File: src/rtl/controle_lampada_if.sv
// Button/sensor/lamp signal bundle between the push-button stage, the
// presence sensor and the lamp controller.
interface controle_lampada_if;
    logic A;
    logic B;
    logic infravermelho;
    logic lampada;
    logic modo_manual;

    modport master (
        output A,
        output B,
        output infravermelho,
        input  lampada,
        input  modo_manual
    );

    modport slave (
        input  A,
        input  B,
        input  infravermelho,
        output lampada,
        output modo_manual
    );
endinterface

File: src/rtl/controle_lampada.sv
// Lamp controller: long press toggles auto/manual mode, short press toggles the
// lamp in manual mode, automatic mode follows filtered presence with a timeout.
//
// state      | meaning
// AUTO_OFF   | automatic mode, lamp off, waiting for presence
// AUTO_ON    | automatic mode, lamp on, counting no-presence cycles
// MANUAL_OFF | manual mode, lamp off
// MANUAL_ON  | manual mode, lamp on
module controle_lampada #(
    parameter int unsigned AUTO_SHUTOFF_T  = 30000,
    parameter int unsigned PRESENCE_FILTER = 3
) (
    input  logic               clk,
    input  logic               rst,
    controle_lampada_if.slave  bus
);

    typedef enum logic [1:0] {
        AUTO_OFF   = 2'b00,
        AUTO_ON    = 2'b01,
        MANUAL_OFF = 2'b10,
        MANUAL_ON  = 2'b11
    } state_t;

    localparam logic [15:0] SHUT_LAST = 16'(AUTO_SHUTOFF_T - 1);
    localparam logic [7:0]  FILT_MAX  = 8'(PRESENCE_FILTER);

    state_t      state_q, state_d;
    logic        s1_q, s1_d;
    logic        s2_q, s2_d;
    logic [7:0]  filt_cnt_q, filt_cnt_d;
    logic [15:0] cnt_q, cnt_d;
    logic        presenca;

    assign presenca = (filt_cnt_q == FILT_MAX);

    always_comb begin
        s1_d       = bus.infravermelho;
        s2_d       = s1_q;
        filt_cnt_d = filt_cnt_q;
        if (!s2_q) begin
            filt_cnt_d = 8'd0;
        end else if (filt_cnt_q != FILT_MAX) begin
            filt_cnt_d = filt_cnt_q + 8'd1;
        end
    end

    // A is tested first in every state so a simultaneous B is dropped.
    always_comb begin
        state_d = state_q;
        cnt_d   = cnt_q;
        case (state_q)
            AUTO_OFF: begin
                if (bus.A) begin
                    state_d = MANUAL_OFF;
                end else if (presenca) begin
                    state_d = AUTO_ON;
                    cnt_d   = 16'd0;
                end
            end
            AUTO_ON: begin
                if (bus.A) begin
                    state_d = MANUAL_ON;
                end else if (presenca) begin
                    cnt_d = 16'd0;
                end else if (cnt_q == SHUT_LAST) begin
                    state_d = AUTO_OFF;
                    cnt_d   = 16'd0;
                end else begin
                    cnt_d = cnt_q + 16'd1;
                end
            end
            MANUAL_OFF: begin
                if (bus.A) begin
                    state_d = AUTO_OFF;
                end else if (bus.B) begin
                    state_d = MANUAL_ON;
                end
            end
            MANUAL_ON: begin
                if (bus.A) begin
                    state_d = AUTO_ON;
                    cnt_d   = 16'd0;
                end else if (bus.B) begin
                    state_d = MANUAL_OFF;
                end
            end
            default: begin
                state_d = AUTO_OFF;
                cnt_d   = 16'd0;
            end
        endcase
    end

    always_ff @(posedge clk) begin
        if (rst) begin
            state_q    <= AUTO_OFF;
            s1_q       <= 1'b0;
            s2_q       <= 1'b0;
            filt_cnt_q <= 8'd0;
            cnt_q      <= 16'd0;
        end else begin
            state_q    <= state_d;
            s1_q       <= s1_d;
            s2_q       <= s2_d;
            filt_cnt_q <= filt_cnt_d;
            cnt_q      <= cnt_d;
        end
    end

    // Outputs are a pure decode of the state register.
    assign bus.lampada     = (state_q == AUTO_ON) || (state_q == MANUAL_ON);
    assign bus.modo_manual = (state_q == MANUAL_OFF) || (state_q == MANUAL_ON);

endmodule

File: src/flat_wrapper.sv
// flat-port wrapper written by rule: the top's interface ports become plain ports
module controle_lampada_flat 
#(
    parameter int unsigned AUTO_SHUTOFF_T  = 30000,
    parameter int unsigned PRESENCE_FILTER = 3
)
  (clk, rst, bus_A, bus_B, bus_infravermelho, bus_lampada, bus_modo_manual);
  controle_lampada_if bus_i ();
  input  logic clk;
  input  logic rst;
  input wire logic [$bits(bus_i.A)-1:0] bus_A;
  input wire logic [$bits(bus_i.B)-1:0] bus_B;
  input wire logic [$bits(bus_i.infravermelho)-1:0] bus_infravermelho;
  output wire logic [$bits(bus_i.lampada)-1:0] bus_lampada;
  output wire logic [$bits(bus_i.modo_manual)-1:0] bus_modo_manual;
  assign bus_i.A = bus_A;
  assign bus_i.B = bus_B;
  assign bus_i.infravermelho = bus_infravermelho;
  assign bus_lampada = bus_i.lampada;
  assign bus_modo_manual = bus_i.modo_manual;
  controle_lampada #(.AUTO_SHUTOFF_T(AUTO_SHUTOFF_T), .PRESENCE_FILTER(PRESENCE_FILTER)) u_core (.clk(clk), .rst(rst), .bus(bus_i));
endmodule
File: config.mk
export PLATFORM = sky130hd
export DESIGN_NAME = controle_lampada_flat
export DESIGN_NICKNAME = d
export VERILOG_FILES = /design/src/rtl/controle_lampada_if.sv /design/src/rtl/controle_lampada.sv /design/src/flat_wrapper.sv
export SDC_FILE = /design/constraint.sdc
export NUM_CORES = 1
export LEC_CHECK = 0
export ABC_AREA = 0
export CORE_MARGIN = 1
export CORE_UTILIZATION = 34
export CTS_BUF_LIST = sky130_fd_sc_hd__clkbuf_8
export DETAILED_ROUTE_END_ITERATION = 16
export GPL_TIMING_DRIVEN = 0
export PLACE_DENSITY = 0.47
export SETUP_SLACK_MARGIN = 0.2
export SLEW_MARGIN = 20
export SYNTH_ARGS = -nofsm -noshare
export SYNTH_HDL_FRONTEND = slang
export SYNTH_SLANG_ARGS = --single-unit
File: constraint.sdc
create_clock -name clk -period 2.5 [get_ports clk]
set_clock_uncertainty 0.1 [all_clocks]
set_input_delay 0.375 -clock clk [delete_from_list [all_inputs] [get_ports clk]]
set_output_delay 0.375 -clock clk [all_outputs]
set_load 0.05 [all_outputs]
==> out/qor_table.md <==
| Stage | Metric | This run |
|:---|:---|:---|
| min path | Critical hold path startpoint | u_core.s1_q$_SDFF_PP0_ |
| finish | Post-layout util | 42.8% |
| finish | Inserted Diodes | 0 |
| synth | Cell variety after synth | 37 |
| synth | Number of nets produced by synthesis | 170 |
| global routing | GRT Overall Usage | 14.5% |
| clock tree | Clock H-tree levels | 1 |
| worst setup path | Flop-to-flop setup slack | 0.23 ns |
| route | WL final | 2930 microns |
| clock tree | Clock latency on the worst-skew pair | 0.27 ns |
| synth | Proportion of register bits with asynchronous set or reset after synthesis | 0% |
| timing | Final setup violation count | 0 |
| finish | Share of layout cells above drive strength 1 | 16.1% |
| route | Remaining DRCs | 0 |
| clock tree | CTS tree | done |
| power and ir drop | Power per unit of standard cell area | 478 nW/um^2 |
| route | Detail-routed net length per standard cell | 12.7 microns |
| worst setup path | Worst Reg-to-Reg Cells | 8 |
| timing | Setup slack after layout | 0.226 ns |
| finish | Layout net count | 189 |
| worst setup path | Critical path fanouts, max | 10 |
| power and ir drop | Leakage Power | 0.584 nW |
| clock tree | Cts-stage hold buffer count | 0 |
| power and ir drop | Peak ir drop on the vdd network | 204 uV |
| synth | Syn Inst Count | 162 |
| global routing | Antenna violations before repair | 0 |
| global routing | Fraction of met1 tracks used by global routing | 20.2% |
| timing | Count of endpoints failing hold in the final timing report | 0 |
| global routing | Global-route congestion overflow total | 0 |
| global routing | Met2 usage in global routing | 22.1% |
| die | Full die area | 4480 sq um |
| synth | Proportion of synthesized chip area in sequential cells | 39.1% |
| worst setup path | Arrival time of data at the critical path endpoint | 2.35 ns |
| route | Detail-routed via count per cell | 5.07 |
| route | Antenna Violating Nets Remaining | 0 |
| route | Violation count after the first detailed-routing iteration | 45 |
| timing | Setup repair after global routing missed its margin | true |
| timing | Final period utilization | 91.0% |
| die | Number of top-level design ports | 7 |
| synth | Share of Yosys cell area claimed by the top area cell type | 39.1% |
| die | Floorplan row count | 23 |
| timing | Fmax | 0.440 GHz |
| die | Core ar. | 4030 sq um |
| synth | Warnings from Yosys | 0 |
| worst setup path | Category of the worst setup path capture point | register |
| clock tree | Clk pin slew, worst setup/hold paths | 0.10 ns |
| die | Chip Height | 66.9 microns |
| finish | Filler Cells Inserted | 411 |
| global routing | Most Crowded Layer GR | met2 |
| die | X dimension of the die | 66.9 microns |
| synth | Syn Std Cell Area | 1430 sq um |
| min path | Worst hold-check path type | register to register |
| clock tree | CTS sink cnt | 28 |
| min path | Hold endpoint | u_core.s2_q$_SDFF_PP0_ |
| place | Placement-stage worst setup slack | -0.0970 ns |
| synth | Predominant post-synthesis flop cell | sky130_fd_sc_hd__dfxtp_1 |
| place | Number of buffers inserted by port buffering | 6 |
| global routing | Routing usage on met3 | 2.05% |
| timing | Relative max-transition margin | 67.5% |
| run status | Outcome | completed |
| route | Via count of the routed design | 1166 |
| finish | Final cell count without fillers | 230 |
| timing | Final Max Tran Viols | 0 |
| min path | Instance count along the most critical hold path | 1 |
| worst setup path | Startpoint Class | register |
| job | Number of max-cap violations | 0 |
| synth | EDFF count, synth | 0 |
| synth | Biggest area contributors in the synthesized netlist | sky130_fd_sc_hd__dfxtp_1 (39%), sky130_fd_sc_hd__xnor2_1 (8.6%), sky130_fd_sc_hd__nor2_1 (6.5%) |
| worst setup path | CP Class | register to register |
| global routing | Vias in the first global route | 1068 |
| finish | Area growth syn-to-layout | 20.2% |
| clock tree | Root Buffer | sky130_fd_sc_hd__clkbuf_8 |
| worst setup path | Required time of the critical path | 2.57 ns |
| clock tree | Longest Clk Path Bufs | 2 |
| synth | Mean cell area of the mapped netlist | 8.85 sq um |
| timing | Minimum clock period after layout | 2.27 ns |
| route | DRT Pass-1 Iters | 4 |
| worst setup path | Startpoint of the lowest-slack register-to-register path | u_core.filt_cnt_q[1]$_SDFFE_PP0P_ |
| global routing | Largest net degree at the start of global routing | 16 |
| place | GPL Wtd Cong | 0.756 |
| die | Initial Utilization | 35.6% |
| place | Placed cells | 218 |
| timing | Tightest hold margin | 0.357 ns |
| worst setup path | Worst R2R End | u_core.cnt_q[3]$_SDFFE_PP0P_ |
| synth | Largest area contributor in the synthesized netlist | sky130_fd_sc_hd__dfxtp_1 |
| synth | Register bit count reported by yosys | 28 |
| place | Sum of net half-perimeters after detailed placement | 2040 microns |
| global routing | First-pass GRT wire length | 4910 microns |
| timing | Measured slew at the worst slew-check pin | 0.486 ns |
| clock tree | Number of buffers created by CTS | 3 |
[state kept, by name (all words and copies together) (netlist names)]
signal,count
u_core.s2_q,1
u_core.cnt_q,16
u_core.s1_q,1
u_core.filt_cnt_q,8
u_core.state_q,2
[logic make-up after synthesis]
family,synth area share (%)
AOI/OAI and AO/OA,9.07
xor gates and xnor gates,11.6
adders and majority gates,2.62
buffers and inverters,3.40
DFF,39.1
muxes,1.40
and+or+nand+nor,32.8
[timing repair]
action,4_1_cts,5_1_grt
setup endpoints to repair,17,17
pin swaps,1,3
setup buffers,3,5
resized for setup,9,5
endpoints found under the hold margin,0,0
[layout by cell type (no fill, tap or decap), types with 2 or more instances in the layout]
cell type	synthesis	routed
sky130_fd_sc_hd__o31ai_1	2	2
sky130_fd_sc_hd__nand2b_1	3	3
sky130_fd_sc_hd__nand3_1	10	10
sky130_fd_sc_hd__nor4_1	3	3
sky130_fd_sc_hd__buf_4	0	8
sky130_fd_sc_hd__xor2_1	5	5
sky130_fd_sc_hd__ha_1	3	2
sky130_fd_sc_hd__clkbuf_8	0	4
sky130_fd_sc_hd__nand4b_1	2	2
sky130_fd_sc_hd__or4_1	3	2
sky130_fd_sc_hd__a21oi_1	4	4
sky130_fd_sc_hd__xnor2_1	14	14
sky130_fd_sc_hd__nor3_1	5	5
sky130_fd_sc_hd__o21ai_0	3	3
sky130_fd_sc_hd__or4b_4	2	3
sky130_fd_sc_hd__nor2b_1	2	2
sky130_fd_sc_hd__inv_1	3	3
sky130_fd_sc_hd__mux2i_1	2	2
sky130_fd_sc_hd__clkbuf_1	3	2
sky130_fd_sc_hd__dfxtp_1	28	26
sky130_fd_sc_hd__and3_1	6	6
sky130_fd_sc_hd__dfxtp_4	0	2
sky130_fd_sc_hd__nand2_1	11	11
sky130_fd_sc_hd__buf_2	3	2
sky130_fd_sc_hd__buf_6	1	2
sky130_fd_sc_hd__nor2_1	25	25
sky130_fd_sc_hd__nor4b_1	4	3
sky130_fd_sc_hd__clkdlybuf4s50_1	0	6
sky130_fd_sc_hd__o2bb2ai_1	2	2
[worst max path at each step]
stage          cells past startpoint                        endpoint                         startpoint
2_1_floorplan                      6   u_core.cnt_q[10]$_SDFFE_PP0P_  u_core.filt_cnt_q[0]$_SDFFE_PP0P_
3_3_place_gp                       6   u_core.cnt_q[15]$_SDFFE_PP0P_                              bus_A
3_5_place_dp                       6   u_core.cnt_q[15]$_SDFFE_PP0P_                              bus_A
4_1_cts                            8    u_core.cnt_q[3]$_SDFFE_PP0P_  u_core.filt_cnt_q[1]$_SDFFE_PP0P_
5_1_grt                            7  u_core.state_q[1]$_SDFFE_PP0P_  u_core.filt_cnt_q[1]$_SDFFE_PP0P_
6_report                           8    u_core.cnt_q[3]$_SDFFE_PP0P_  u_core.filt_cnt_q[1]$_SDFFE_PP0P_
[Yosys cell counts, drive strengths merged, types with 2 or more instances]
cell type  number
xor2            5
nand4b          2
ha              3
clkbuf          3
mux2i           2
o2bb2ai         2
nor2b           2
buf             4
or4b            4
o31ai           2
nor3            5
nand4           2
nand3          10
nor4            4
o21ai           3
nor4b           4
or4             3
xnor2          14
nor2           25
and3            6
a21oi           4
nand2b          3
dfxtp          28
inv             3
nand2          11
[metrics by stage]
stage	instance area, sq um	TNS (ns)	total power, mW
2_1_floorplan	1430	0	0.521
3_3_place_gp	1560	-0.110	0.548
3_5_place_dp	1560	-0.0970	0.547
4_1_cts	1670	0	0.832
5_1_grt	1720	0	0.858
6_report	1720	0	0.824
[routing by layer]
metal,vias up,share of wire (%)
met3,4,2.5
li1,609,-
met1,538,52
met2,15,45
met5,-,0
met4,0,1.2
[power by group]
group | internal (mW) | switching, mW
clock network | 0.141 | 0.139
logic | 0.0387 | 0.0522
registers | 0.449 | 0.00422
[layout make-up]
cell class,instances,area [sq um],share of cell area (%)
buffer,7,45.0,2.61
multi-input combinational,124,862,50.0
tap,50,62.6,3.63
clock buffer,4,55.1,3.19
sequential,28,568,32.9
timing repair buffer,14,120,6.97
inverter,3,11.3,0.653
[critical path: stages (launching register included)]
cell and delay, ns:
sky130_fd_sc_hd__dfxtp_4 0.39, sky130_fd_sc_hd__ha_4 0.13, sky130_fd_sc_hd__or4b_4 0.49, sky130_fd_sc_hd__or4_4 0.43
sky130_fd_sc_hd__buf_6 0.15, sky130_fd_sc_hd__nand4_2 0.13, sky130_fd_sc_hd__a21o_4 0.16, sky130_fd_sc_hd__buf_6 0.14
sky130_fd_sc_hd__nor2_1 0.05
Power figures use the tool's default switching activity.
